`src/rtl/pkg_ram.sv`:
```
`default_nettype none
// ============================================================================
// Module      : pkg_ram
// Description : Shared RAM access sizes, store data types and the alignment
//               rule used by the quad store read-modify-write block.
// Revision    : 1.0 - initial release
// ============================================================================
package pkg_ram;

    localparam int RAM_BYTE_SIZE = 8;
    localparam int RAM_WORD_SIZE = 16;
    localparam int RAM_LONG_SIZE = 32;
    localparam int RAM_QUAD_SIZE = 64;

    typedef enum logic [1:0] {
        RAM_BYTE = 2'd0,
        RAM_WORD = 2'd1,
        RAM_LONG = 2'd2,
        RAM_QUAD = 2'd3
    } data_type_t;

    // A store is misaligned when its byte offset is not a multiple of its size.
    function automatic logic is_misaligned(input data_type_t dtype, input logic [2:0] offset);
        logic mis;
        mis = 1'b0;
        case (dtype)
            RAM_WORD: mis = offset[0];
            RAM_LONG: mis = |offset[1:0];
            RAM_QUAD: mis = |offset;
            default:  mis = 1'b0;
        endcase
        return mis;
    endfunction

endpackage
`default_nettype wire

```
`src/rtl/quad_lane_merge.sv`:
```
`default_nettype none
// ============================================================================
// Module      : quad_lane_merge
// Description : Combinational big-endian lane insertion. Places the low
//               8/16/32/64 bits of value_i at byte offset offset_i of
//               old_quad_i (offset 0 = bits 63:56); other bytes pass through.
// Revision    : 1.0 - initial release
// ============================================================================
module quad_lane_merge
    import pkg_ram::*;
(
    input  logic [RAM_QUAD_SIZE-1:0] old_quad_i,
    input  logic [RAM_QUAD_SIZE-1:0] value_i,
    input  logic [2:0]               offset_i,
    input  data_type_t               dtype_i,
    output logic [RAM_QUAD_SIZE-1:0] merged_o
);

    logic [RAM_QUAD_SIZE-1:0] w_lane_mask;
    logic [RAM_QUAD_SIZE-1:0] w_field_mask;
    logic [6:0]               w_field_bits;
    logic [6:0]               w_shift;

    // Field of the store sits so that its last byte ends at offset+size-1:
    // left shift = 64 - 8*offset - field width.
    always_comb begin
        w_lane_mask  = {RAM_QUAD_SIZE{1'b1}};
        w_field_bits = 7'd64;
        case (dtype_i)
            RAM_BYTE: begin
                w_lane_mask  = 64'h0000_0000_0000_00FF;
                w_field_bits = 7'd8;
            end
            RAM_WORD: begin
                w_lane_mask  = 64'h0000_0000_0000_FFFF;
                w_field_bits = 7'd16;
            end
            RAM_LONG: begin
                w_lane_mask  = 64'h0000_0000_FFFF_FFFF;
                w_field_bits = 7'd32;
            end
            default: begin
                w_lane_mask  = {RAM_QUAD_SIZE{1'b1}};
                w_field_bits = 7'd64;
            end
        endcase
        w_shift      = 7'd64 - {1'b0, offset_i, 3'b000} - w_field_bits;
        w_field_mask = w_lane_mask << w_shift;
        merged_o     = (old_quad_i & ~w_field_mask) | ((value_i & w_lane_mask) << w_shift);
    end

endmodule
`default_nettype wire

```
`src/rtl/quad_store_rmw.sv`:
```
`default_nettype none
// ============================================================================
// Module      : quad_store_rmw
// Description : Sub-quad store engine. Byte/word/long stores read the
//               containing quad, merge the new lanes and write it back; quad
//               stores write directly; misaligned stores end in an error pulse.
// Revision    : 1.0 - initial release
// ============================================================================
module quad_store_rmw
    import pkg_ram::*;
#(
    parameter int ADDR_WIDTH = 16
) (
    input  logic                     clk,
    input  logic                     rst,
    input  logic                     req_valid,
    output logic                     req_ready,
    input  logic [ADDR_WIDTH-1:0]    req_addr,
    input  logic [RAM_QUAD_SIZE-1:0] req_data,
    input  data_type_t               req_type,
    output logic                     done,
    output logic                     err,
    output logic [ADDR_WIDTH-4:0]    ram_addr,
    output logic                     ram_re,
    input  logic [RAM_QUAD_SIZE-1:0] ram_rdata,
    output logic                     ram_we,
    output logic [RAM_QUAD_SIZE-1:0] ram_wdata
);

    typedef enum logic [2:0] {
        S_IDLE  = 3'd0,
        S_READ  = 3'd1,
        S_MERGE = 3'd2,
        S_WRITE = 3'd3,
        S_ERR   = 3'd4
    } state_t;

    state_t                   state_q;
    logic [2:0]               offset_q;
    logic [RAM_QUAD_SIZE-1:0] data_q;
    data_type_t               type_q;
    logic [ADDR_WIDTH-4:0]    ram_addr_q;
    logic                     ram_re_q;
    logic                     ram_we_q;
    logic [RAM_QUAD_SIZE-1:0] ram_wdata_q;
    logic                     done_q;
    logic                     err_q;
    logic [RAM_QUAD_SIZE-1:0] merged_d;

    // Read data arrives in MERGE and is combined with the latched store value.
    quad_lane_merge u_lane_merge (
        .old_quad_i (ram_rdata),
        .value_i    (data_q),
        .offset_i   (offset_q),
        .dtype_i    (type_q),
        .merged_o   (merged_d)
    );

    assign req_ready = (state_q == S_IDLE);
    assign done      = done_q;
    assign err       = err_q;
    assign ram_addr  = ram_addr_q;
    assign ram_re    = ram_re_q;
    assign ram_we    = ram_we_q;
    assign ram_wdata = ram_wdata_q;

    // Request sequencer; strobes are registered so each is high for exactly
    // the state it belongs to, and async reset drops them immediately.
    always_ff @(posedge clk or posedge rst) begin
        if (rst) begin
            state_q     <= S_IDLE;
            offset_q    <= 3'd0;
            data_q      <= '0;
            type_q      <= RAM_BYTE;
            ram_addr_q  <= '0;
            ram_re_q    <= 1'b0;
            ram_we_q    <= 1'b0;
            ram_wdata_q <= '0;
            done_q      <= 1'b0;
            err_q       <= 1'b0;
        end else begin
            ram_re_q <= 1'b0;
            ram_we_q <= 1'b0;
            done_q   <= 1'b0;
            err_q    <= 1'b0;
            case (state_q)
                S_IDLE: begin
                    if (req_valid && req_ready) begin
                        offset_q   <= req_addr[2:0];
                        data_q     <= req_data;
                        type_q     <= req_type;
                        ram_addr_q <= req_addr[ADDR_WIDTH-1:3];
                        if (is_misaligned(req_type, req_addr[2:0])) begin
                            state_q <= S_ERR;
                            done_q  <= 1'b1;
                            err_q   <= 1'b1;
                        end else if (req_type == RAM_QUAD) begin
                            state_q     <= S_WRITE;
                            ram_we_q    <= 1'b1;
                            ram_wdata_q <= req_data;
                            done_q      <= 1'b1;
                        end else begin
                            state_q  <= S_READ;
                            ram_re_q <= 1'b1;
                        end
                    end
                end
                S_READ: begin
                    state_q <= S_MERGE;
                end
                S_MERGE: begin
                    state_q     <= S_WRITE;
                    ram_wdata_q <= merged_d;
                    ram_we_q    <= 1'b1;
                    done_q      <= 1'b1;
                end
                S_WRITE, S_ERR: begin
                    state_q <= S_IDLE;
                end
                default: begin
                    state_q <= S_IDLE;
                end
            endcase
        end
    end

endmodule
`default_nettype wire
```
`config.mk`:
```
export PLATFORM = sky130hd
export DESIGN_NAME = quad_store_rmw
export DESIGN_NICKNAME = d
export VERILOG_FILES = /design/src/rtl/pkg_ram.sv /design/src/rtl/quad_lane_merge.sv /design/src/rtl/quad_store_rmw.sv
export SDC_FILE = /design/constraint.sdc
export NUM_CORES = 1
export LEC_CHECK = 0
export CAP_MARGIN = 20
export CORE_UTILIZATION = 44
export DETAILED_ROUTE_END_ITERATION = 7
export HOLD_SLACK_MARGIN = 0.08
export PLACE_DENSITY = 0.8
export SETUP_SLACK_MARGIN = 0.2
export SYNTH_ARGS = -nofsm -noshare
export SYNTH_HDL_FRONTEND = slang
export SYNTH_HIERARCHICAL = 1
export SYNTH_SLANG_ARGS = --single-unit
```
`constraint.sdc`:
```
create_clock -name clk -period 7.3 [get_ports clk]
set_input_delay 1.46 -clock clk [delete_from_list [all_inputs] [get_ports clk]]
set_output_delay 1.46 -clock clk [all_outputs]
set_load 0.02 [all_outputs]
```
**Word-level counts from Yosys, hierarchy flattened**

Cells that the tools add are included.

- Multiplexer cells: 27
- Add/sub/neg operators: 2
- Bitwise operators: 4
- Shift-type cells: 2
- Reduce and logical (&&, ||, !) cells: 8
- Equal/unequal tests: 10

Operators with widths:

| kind | count |
|---|---|
| $mux W64 | 3 |
| $pmux W64 S3 | 1 |
| $and A64 B64 Y64 | 2 |
| $pmux W64 S2 | 1 |
| $shl A64 B7 Y64 | 2 |
| $not A64 Y64 | 1 |
| $or A64 B64 Y64 | 1 |
| $pmux W7 S3 | 1 |
| $mux W1 | 14 |
| $pmux W3 S3 | 1 |
| $sub A7 B6 Y7 const A | 1 |
| $sub A7 B7 Y7 | 1 |
| $eq A2 B2 Y1 const B | 3 |
| $mux W3 | 2 |
| $eq A2 B1 Y1 const B | 2 |
| $ne A2 B1 Y1 const B | 2 |
| $pmux W1 S2 | 2 |
| $reduce_and A4 Y1 | 1 |
| $eq A3 B1 Y1 const B | 1 |
| $eq A3 B2 Y1 const B | 1 |
| $logic_not A3 Y1 | 1 |
| $pmux W1 S3 | 1 |
| $reduce_or A3 Y1 | 1 |
| $logic_not A2 Y1 | 1 |
| other kinds (6) | 6 |

- Output and inout bits: 82
- Word-level logic and storage cells: 63
- Bits in registers: 153
- Input bits: 149

**Depth between registers and ports, before layout**

Gate-level depths: netlist of run 1.

- Word-level depth: 8
- Gate-level depth with buffers: 15
- Gate-level depth less buffers: 10

**Modules after synthesis**

The synthesis of run 1 kept the hierarchy.

Modules (own cells, without submodules):

| module | cells each | instances | sequential area each (µm²) | area each (µm²) |
|---|---|---|---|---|
| quad_store_rmw | 593 | 1 | 3828.7 | 6130.9 |
| quad_lane_merge | 380 | 1 | 0.0 | 2831.5 |

**Worst setup path before layout of run 1**

Ideal clock, no wire load.

- Kind: reg2reg
- From: register type_q[1]
- To: register ram_wdata_q[0] (netlist: ram_wdata[0])
- Setup time: 0.126 ns
- Path buffers: 3
- Required time: 7.174 ns
- Clock period less this slack: 3.385 ns
- Data arrival time: 3.259 ns
- Slack: 3.915 ns
- Cell stages (with the launch flop): 14
- Cell sequence: dfrtp_1 buf_2 clkbuf_1 nand2b_1 ha_1 ha_1 buf_2 o211ai_2 o211a_4 xnor2_4 nor3_4 mux2_2 and2_1 a221o_1

- Longest elaborated chain between the ends: 8
- Elaborated cells between the ends (all ways): 13
- Classes of those cells: add/sub (1); eq/ne (2); shift (2); mux (3); bitwise (4); reduce/logical (1)

Ends and longest elaborated chain:

| item | line | source |
|---|---|---|
| start, declared | quad_store_rmw.sv:41 | `data_type_t type_q;` |
| start signal, assigned | quad_store_rmw.sv:91 | `type_q <= req_type;` |
| $eq A2 B2 Y1 (tied with other cells) | quad_lane_merge.sv:29 | `case (dtype_i)` |
| $pmux W7 S3 | quad_lane_merge.sv:29 |  |
| $sub A7 B7 Y7 | quad_lane_merge.sv:47 | `w_shift = 7'd64 - {1'b0, offset_i, 3'b000} - w_field_bits;` |
| $shl A64 B7 Y64 | quad_lane_merge.sv:48 | `w_field_mask = w_lane_mask << w_shift;` |
| $not A64 Y64 | quad_lane_merge.sv:49 | `merged_o = (old_quad_i & ~w_field_mask) \| ((value_i & w_lane_mask) << w_shift);` |
| $and A64 B64 Y64 | quad_lane_merge.sv:49 |  |
| $or A64 B64 Y64 (*) | quad_lane_merge.sv:49 |  |
| named net merged_d[0] | quad_store_rmw.sv:48 | `logic [RAM_QUAD_SIZE-1:0] merged_d;` |
| $pmux W64 S2 (*) | quad_store_rmw.sv:86 | `case (state_q)` |
| end signal, assigned | quad_store_rmw.sv:100 | `ram_wdata_q <= req_data;` |
| end signal, assigned | quad_store_rmw.sv:113 | `ram_wdata_q <= merged_d;` |
| end, declared | quad_store_rmw.sv:45 | `logic [RAM_QUAD_SIZE-1:0] ram_wdata_q;` |

The timed path passes the listed nets; every way through them passes the cells marked *.
A chain may end at the register's enable or synchronous reset.

**Final worst setup path of run 1**

- From: register type_q[0]
- To: register ram_wdata_q[62] (netlist: ram_wdata[62])

The elaborated chain is that of the path after synthesis.

==> qor.txt, run 1 <==
Status: finished, final reports clean
Inserted Diodes: 0
# hold bufs at CTS: 0
Maxcap violations: 0
Uppermost layer routed: met4
Met2 WL post-DR: 14700 um
DIE WIDTH: 145 um
Fraction of layout cells with a size suffix above 1: 0.0735
Post-Syn Nets: 1128
Clock sink count: 153
Initial Utilization: 0.455
Wire length on met1: 12900 um
Final wirelength: 31800 um
Maximum root-to-sink buffer count: 2
Vias in the first global route: 8373
Post-CTS Setup Bufs: 0
R2R Path End: ram_wdata[62]$_DFFE_PP0P_
Met3 WL post-DR: 2860 um
TritonRoute pass-1 iters: 6
Synth Instances: 973
Post-synthesis cell type count: 69
R2R setup slack: 2800 ps
First-pass GRT wire length: 48500 um
#FFs+latches synth: 153
RSZ-0062 raised after global routing: no
Avg Cell Area, Syn: 9.21 um2
Final Hold Fails: 0
Initial antenna violation count: 0
Via/cell ratio: 6.07
PortBufs: 230
Die Y: 145 um
Final setup vio count: 0
Area Growth Syn to Fin: 33.1%
Post-Synthesis Cell Area: 0.00896 mm2
Tcrit/Tclk final: 0.617
Gr usage total: 0.312
FP Rows: 51
Final max-slew violation count: 0
CP max FO: 56
CTS buffer count: 17
Sequential area share after synthesis: 0.427
Hold path depth: 2
GRT overflow: 0
Num ports: 231
Final net count: 1312
Die ar.: 0.0209 mm2
CTS tree: done
Drc violations: 0
WP data arrival: 4820 ps
Final HPWL DP: 22800 um
Synth area leaders: dfrtp_1 (43%), nand2_1 (11%), a221o_1 (7.9%)
Reg2Reg Depth: 11
List of most frequent post-synthesis cells: nand2_1 (258), dfrtp_1 (153), a221o_1 (71)
Synth top area share: 0.427
Ys Warns: 6
HP Start: ram_addr[3]$_DFFE_PP0P_
Largest net degree at the start of global routing: 88
CTS H-tree lvls: 4
Worst-margin pin slew: 1080 ps
Post-synth EDFFs: 0
HP Class: reg2reg
Antenna viol nets, final: 0
CP Capture Type: flop
Top FF cell, synth: dfrtp_1
Worst Path Required: 7620 ps
Cell taking the most area after synthesis: dfrtp_1
CTS root buffer: clkbuf_16
Max Fclk: 222 MHz
Reg clk slew, reported paths: 70 ps
Core footprint: 0.0197 mm2
WS Path Type: reg2reg
Rel. slew slack: 0.275
Final Skew: 13.4 ps
# resized after CTS: 0
WHS Endpoint: ram_addr[3]$_DFFE_PP0P_
Fraction of registers with async set/reset: 1.00
Worst r2r src: type_q[0]$_DFFE_PP0P_
Final Wtd Congestion: 0.992
Final setup TNS: 0 ps
Avg WL per Cell: 22.2 um
DRT iter0 DRCs: 996
Critical path launch point type: flop
Most common cell in the synthesized netlist: nand2_1
Via count: 8708
Worst skew pair latency: 440 ps
Min cycle time layout: 4500 ps
## stage by stage
step	cells	hold slack, ps	setup slack [ps]	utilization	cell area (um2)
after floorplan	973	439	1720	-	8960
after global placement	1403	457	3080	0.577	11400
after detailed placement	1403	462	2930	0.577	11400
after CTS	1435	477	2890	0.605	11900
after global routing	1435	503	2510	0.605	11900
final	1435	473	2800	0.605	11900
## registers in the layout, indices dropped and copies added, names as in the netlist
register	cells
type_q	2
ram_re	1
state_q	3
done	1
ram_wdata	64
ram_addr	13
err	1
data_q	64
offset_q	3
ram_we	1
## cell type report
cell class	instances	area, um2
Sequential cell	153	3830
Inverter	24	95.1
Multi-Input combinational cell	719	4730
Clock inverter	14	129
Clock buffer	18	429
Fill cell	1667	7790
Tap cell	265	332
Timing Repair Buffer	242	2390
## critical path, cell delays in order (launching register included)
cell and delay, ps:
dfrtp_1 540, or2_1 420, ha_2 220, ha_1 260
buf_4 510, clkinv_1 790, mux2i_1 310, nor4_1 280
a31oi_2 200, a221o_1 430, and2_1 140, a221o_1 260
## cell usage in the layout, fill, tap and decap left out, types with 4 or more instances in the layout
| master | n |
|---|---|
| mux2_2 | 16 |
| xnor2_1 | 4 |
| ha_1 | 5 |
| and2_1 | 64 |
| nand2_1 | 258 |
| o221ai_1 | 8 |
| o2bb2ai_1 | 15 |
| o211ai_1 | 4 |
| dfrtp_1 | 153 |
| nor2b_1 | 13 |
| buf_4 | 12 |
| a32o_1 | 12 |
| clkdlybuf4s50_1 | 230 |
| inv_6 | 7 |
| clkinv_4 | 4 |
| nor3_1 | 7 |
| a22oi_1 | 15 |
| o21ai_0 | 18 |
| mux2i_1 | 17 |
| nand3_1 | 4 |
| clkbuf_16 | 17 |
| a221oi_1 | 4 |
| a21oi_1 | 34 |
| inv_1 | 21 |
| a22o_1 | 32 |
| nor3b_1 | 18 |
| nor2_1 | 26 |
| a2bb2oi_1 | 4 |
| mux4_2 | 7 |
| a221o_1 | 71 |
## cells by family after synthesis
group / after synthesis / share of synthesized area
simple gates: 417 / 0.218
xor+xnor: 7 / 0.00977
flops: 153 / 0.427
mux: 40 / 0.0567
buf+inv: 101 / 0.0482
fa+ha+maj: 6 / 0.00838
compound gates: 249 / 0.232
## worst max-delay path by stage
stage	startpoint	endpoint	cells after the start
floorplan	rst	data_q[0]$_DFFE_PP0P_	1
global placement	type_q[0]$_DFFE_PP0P_	ram_wdata[63]$_DFFE_PP0P_	11
detailed placement	type_q[0]$_DFFE_PP0P_	ram_wdata[63]$_DFFE_PP0P_	11
CTS	type_q[0]$_DFFE_PP0P_	ram_wdata[63]$_DFFE_PP0P_	11
global route	type_q[0]$_DFFE_PP0P_	ram_wdata[62]$_DFFE_PP0P_	11
finish	type_q[0]$_DFFE_PP0P_	ram_wdata[62]$_DFFE_PP0P_	11
## routing by layer
| metal | up-vias | GRT usage |
|---|---|---|
| li1 | 3890 | - |
| met1 | 4268 | 0.416 |
| met2 | 471 | 0.490 |
| met3 | 79 | 0.0652 |
| met4 | 0 | 0.139 |
| met5 | - | 0 |
Power of run 1 is left out: the tool's default activity adds up to more than one toggle a clock period on the data nets, which glitch-free logic cannot reach.
==> run 2: changes to the inputs <==
==> constraint.sdc (replaced) <==
create_clock -name clk -period 4.7 [get_ports clk]
set_input_delay 0.94 -clock clk [delete_from_list [all_inputs] [get_ports clk]]
set_output_delay 0.94 -clock clk [all_outputs]
set_load 0.02 [all_outputs]
==> run 2 against run 1 <==
Effect of this change:
- clock skew is essentially flat
- die area unchanged
- utilization increased by 0.58 points
- final area up 0.95%
- setup slack got worse by 2100 ps
- first-iteration DRC count shrank 13%
==> qor.txt, run 2 (synthesized netlist as in run 1, its figures left out) <==
Status: finished, final reports clean
Post-CTS Setup Bufs: 0 (unchanged)
HP Class: reg2reg
Vias in the first global route: 8491 (+1.4%)
TritonRoute pass-1 iters: 7 (+1)
FP Rows: 51 (unchanged)
Largest net degree at the start of global routing: 154 (+75%)
Final setup TNS: 0 ps (unchanged)
Most frequent cells in the layout: nand2_1 (258), clkdlybuf4s50_1 (230), dfrtp_1 (153)
Rel. slew slack: 0.317 (+0.0422)
PortBufs: 230 (unchanged)
# hold bufs at CTS: 0 (unchanged)
Min cycle time layout: 3980 ps (-529 ps)
First-pass GRT wire length: 48600 um (+0.30%)
Fraction of layout cells with a size suffix above 1: 0.0822 (+0.00870)
CP dominant cell by count: a221o_1
DIE WIDTH: 145 um (unchanged)
Uppermost layer routed: met4
Final Wtd Congestion: 1.03 (+4.1%)
Tcrit/Tclk final: 0.846 (+0.229)
Worst-path cell chain: or2_1, ha_2, ha_1, buf_4, nand2_1, nor3_1, a32oi_1, o21ai_0, a221o_1, and2_1, a221o_1
Antenna viol nets, final: 0 (unchanged)
Final Non-Filler Cells: 1445 (+0.70%)
Setup crit end: ram_wdata[49]$_DFFE_PP0P_
WS Path Type: reg2reg
Final setup vio count: 0 (unchanged)
CP Capture Type: flop
Maxcap violations: 0 (unchanged)
Placed cell count: 1414 (+0.78%)
Clock sink count: 153 (unchanged)
CTS H-tree lvls: 4 (unchanged)
Final wirelength: 32100 um (+0.80%)
Die ar.: 0.0209 mm2 (unchanged)
Core footprint: 0.0197 mm2 (unchanged)
Die Y: 145 um (unchanged)
R2R setup slack: 720 ps (-2070 ps)
Initial antenna violation count: 0 (unchanged)
Via count: 8652 (-0.64%)
Drc violations: 0 (unchanged)
Most common cell after layout, fill and taps aside: nand2_1
Final HPWL DP: 23200 um (+1.4%)
Met3 WL post-DR: 2760 um (-3.4%)
Critical-path top delay cell: nor3_1
# resized after CTS: 0 (unchanged)
Initial Utilization: 0.455 (unchanged)
Final Hold Fails: 0 (unchanged)
R2R Path End: ram_wdata[49]$_DFFE_PP0P_
Area Growth Syn to Fin: 34.4%
Reg clk slew, reported paths: 70 ps (about the same)
Worst skew pair latency: 430 ps (about the same)
Final max-slew violation count: 0 (unchanged)
Worst r2r src: type_q[0]$_DFFE_PP0P_
Worst-margin pin slew: 1020 ps (-59.4 ps)
Critical path launch point type: flop
Via/cell ratio: 5.99 (-1.3%)
WP data arrival: 4340 ps (-480 ps)
CTS buffer count: 17 (unchanged)
Max Fclk: 252 MHz (+13%)
DRT iter0 DRCs: 867 (-13%)
GRT overflow: 0 (unchanged)
Num ports: 231 (unchanged)
Critical Path Start: type_q[0]$_DFFE_PP0P_
RSZ-0062 raised after global routing: no
Final Skew: 12.9 ps (-0.482 ps)
Worst Path Required: 5060 ps (-2560 ps)
CP peak stage delay: 780 ps (about the same)
Reg2Reg Depth: 11 (unchanged)
Avg WL per Cell: 22.2 um (+0.10%)
Inserted Diodes: 0 (unchanged)
Wire length on met1: 13200 um (+1.9%)
Hold_ws: 472 ps (-0.535 ps)
CTS root buffer: clkbuf_16
Stages on the worst setup path: 11 (unchanged)
Met2 WL post-DR: 14800 um (+0.31%)
Top delay family on crit path: simple AND/OR/NAND/NOR gates
Maximum root-to-sink buffer count: 2 (unchanged)
Gr usage total: 0.313 (+0.000878)
CP max FO: 25 (-55%)
Worst Path Buf+Inv: 1 (-1)
Final net count: 1323 (+0.84%)
CTS tree: done
run 2: final cells by class:
cell class	count	area (um2)
inverter	24	93.8
timing repair buffer	253	2500
clock inverter	14	140
clock buffer	17	425
tap	265	332
multi-input combinational	719	4730
fill	1639	7670
sequential	153	3830
run 2: worst min path at each step:
| stage | start | to | slack (ps) | depth (start not counted) |
|---|---|---|---|---|
| after detailed placement | ram_addr[10]$_DFFE_PP0P_ | ram_addr[10]$_DFFE_PP0P_ | 460 | 2 |
| after global routing | ram_addr[3]$_DFFE_PP0P_ | ram_addr[3]$_DFFE_PP0P_ | 500 | 2 |
| after CTS | ram_addr[10]$_DFFE_PP0P_ | ram_addr[10]$_DFFE_PP0P_ | 480 | 2 |
| after floorplan | data_q[10]$_DFFE_PP0P_ | data_q[10]$_DFFE_PP0P_ | 440 | 2 |
| final | ram_addr[10]$_DFFE_PP0P_ | ram_addr[10]$_DFFE_PP0P_ | 470 | 2 |
| after global placement | data_q[57]$_DFFE_PP0P_ | data_q[57]$_DFFE_PP0P_ | 450 | 2 |
run 2: metal layers:
layer  track usage  up-vias
met2         0.494      470
met1         0.410     4200
met4         0.142        0
met5             0        -
li1              -     3900
met3        0.0727       82
run 2: worst reg2reg max path, delay by kind of cell, from the launching register on:
family	cells	cell delay [ps]
DFF	1	570
AOI/OAI and AO/OA	4	580
and+or+nand+nor	4	1710
buffers and inverters	1	360
adders and majority gates	2	690
run 2: per-stage QoR:
stage / utilization / setup slack [ps] / instance area (um2)
2_1_floorplan: - / 1320 / 8970
3_5_place_dp: 0.582 / 827 / 11500
6_report: 0.611 / 724 / 12000
4_1_cts: 0.611 / 810 / 12000
5_1_grt: 0.611 / 536 / 12000
3_3_place_gp: 0.582 / 806 / 11500
Power of run 2 is left out for the same reason.
==> run 3: changes to the inputs <==
==> constraint.sdc (replaced) <==
create_clock -name clk -period 3.9 [get_ports clk]
set_input_delay 0.78 -clock clk [delete_from_list [all_inputs] [get_ports clk]]
set_output_delay 0.78 -clock clk [all_outputs]
set_load 0.02 [all_outputs]
==> run 3 against run 2 <==
Effect of this change:
- first-iteration DRC count shrank 5.4%
- fmax is 12% higher
- critical path depth increased by 1
- global-route usage is 0.42 points lower
- die area stayed put
- utilization rose by 0.38 points
- final cell count up 0.28%
- sequential share of layout area shrank 0.20 points
- setup slack got worse by 360 ps
- highest routed layer unchanged
==> qor.txt, run 3 (synthesized netlist as in run 1, its figures left out) <==
Die Y: 145 um (unchanged)
Final Hold Fails: 0 (unchanged)
Final HPWL DP: 23100 um (about the same)
Final net count: 1325 (+0.15%)
WS Path Type: reg2reg
Num ports: 231 (unchanged)
Most common cell after layout, fill and taps aside: nand2_1
RSZ-0062 raised after global routing: yes
R2R setup slack: 360 ps (-360 ps)
Critical Path Start: type_q[1]$_DFFE_PP0P_
Final Util: 0.615 (+0.00381)
Max Fclk: 283 MHz (+12%)
Tcrit/Tclk final: 0.907 (+0.0613)
Final Skew: 10.1 ps (-2.85 ps)
Worst r2r src: type_q[1]$_DFFE_PP0P_
Avg WL per Cell: 21.7 um (-2.1%)
CP max FO: 31 (+24%)
Setup crit end: ram_wdata[49]$_DFFE_PP0P_
First-pass GRT wire length: 47900 um (-1.5%)
Min cycle time layout: 3540 ps (-438 ps)
Clock sink count: 153 (unchanged)
Maxcap violations: 0 (unchanged)
WP data arrival: 3850 ps (-490 ps)
Fraction of layout cells with a size suffix above 1: 0.0862 (+0.00402)
Final max-slew violation count: 0 (unchanged)
CTS tree: done
Largest net degree at the start of global routing: 154 (unchanged)
Status: finished, final reports clean
Initial Utilization: 0.455 (unchanged)
CTS buffer count: 17 (unchanged)
Reg2Reg Depth: 12 (+1)
Reg clk slew, reported paths: 70 ps (about the same)
Worst Path Required: 4210 ps (-850 ps)
DRT iter0 DRCs: 820 (-5.4%)
CTS H-tree lvls: 4 (unchanged)
FP Rows: 51 (unchanged)
CP Capture Type: flop
Core footprint: 0.0197 mm2 (unchanged)
Antenna viol nets, final: 0 (unchanged)
Worst skew pair latency: 430 ps (about the same)
Maximum root-to-sink buffer count: 2 (unchanged)
Critical path launch point type: flop
CTS root buffer: clkbuf_16
Area Growth Syn to Fin: 35.2%
Initial antenna violation count: 1 (+1)
Final setup vio count: 0 (unchanged)
HP Class: reg2reg
Final wirelength: 31500 um (-1.8%)
Via count: 8563 (-1.0%)
R2R Path End: ram_wdata[49]$_DFFE_PP0P_
Final Wtd Congestion: 1.04 (+0.27%)
Final setup TNS: 0 ps (unchanged)
TritonRoute pass-1 iters: 6 (-1)
Worst-margin pin slew: 945 ps (-79.3 ps)
Drc violations: 0 (unchanged)
Gr usage total: 0.309 (-0.00422)
GRT overflow: 0 (unchanged)
Die ar.: 0.0209 mm2 (unchanged)
DIE WIDTH: 145 um (unchanged)
PortBufs: 230 (unchanged)
Rel. slew slack: 0.370 (+0.0528)
Fillers: 1656 (+1.0%)
Most frequent cells in the layout: nand2_1 (258), clkdlybuf4s50_1 (230), dfrtp_1 (153)
Vias in the first global route: 8407 (-0.99%)
Via/cell ratio: 5.91 (-1.3%)
-- run 3: cell type report --
cell class	count	area, um2	area share
Tap cell	265	332	0.0274
Clock buffer	18	429	0.0354
Antenna cell	1	2.50	0.000206
Inverter	24	93.8	0.00774
Multi-Input combinational cell	719	4750	0.392
Clock inverter	14	140	0.0116
Sequential cell	153	3830	0.316
Timing Repair Buffer	255	2550	0.210
-- run 3: worst min-delay path by stage --
| stage | cells after the start | startpoint | endpoint |
|---|---|---|---|
| floorplan | 2 | data_q[10]$_DFFE_PP0P_ | data_q[10]$_DFFE_PP0P_ |
| global placement | 2 | data_q[62]$_DFFE_PP0P_ | data_q[62]$_DFFE_PP0P_ |
| detailed placement | 2 | ram_addr[11]$_DFFE_PP0P_ | ram_addr[11]$_DFFE_PP0P_ |
| CTS | 2 | ram_addr[9]$_DFFE_PP0P_ | ram_addr[9]$_DFFE_PP0P_ |
| global route | 2 | ram_addr[1]$_DFFE_PP0P_ | ram_addr[1]$_DFFE_PP0P_ |
| finish | 2 | ram_addr[9]$_DFFE_PP0P_ | ram_addr[9]$_DFFE_PP0P_ |
-- run 3: routing by layer --
metal  global-route usage  part of all wire  vias to the layer above
met5                    0                 0                        -
met4                0.150             0.041                        0
met3               0.0740             0.086                       74
met2                0.487              0.46                      436
met1                0.399              0.41                     4135
li1                     -                 -                     3918
-- run 3: stage by stage --
stage / std cells / hold slack (ps) / cell area (um2) / setup WS (ps)
floorplan: 973 / 439 / 8970 / 515
global placement: 1416 / 456 / 11500 / 401
detailed placement: 1416 / 462 / 11500 / 303
CTS: 1448 / 477 / 12100 / 300
global route: 1448 / 508 / 12100 / 196
finish: 1449 / 476 / 12100 / 362
-- run 3: timing repair --
action,CTS,global route
setup buffers,0,0
resized for setup,0,6
hold buffers,0,0
endpoints found under the setup margin,0,29
-- run 3: critical path: stages, from the launching register on --
cell,delay [ps]
dfrtp_1,380
buf_6,260
nand2b_1,120
ha_1,290
ha_1,390
buf_4,290
nor4_1,100
a2111oi_2,310
o2111ai_1,280
and2_1,260
a221o_1,350
and2_1,150
a221o_1,250
Power of run 3 is left out for the same reason.
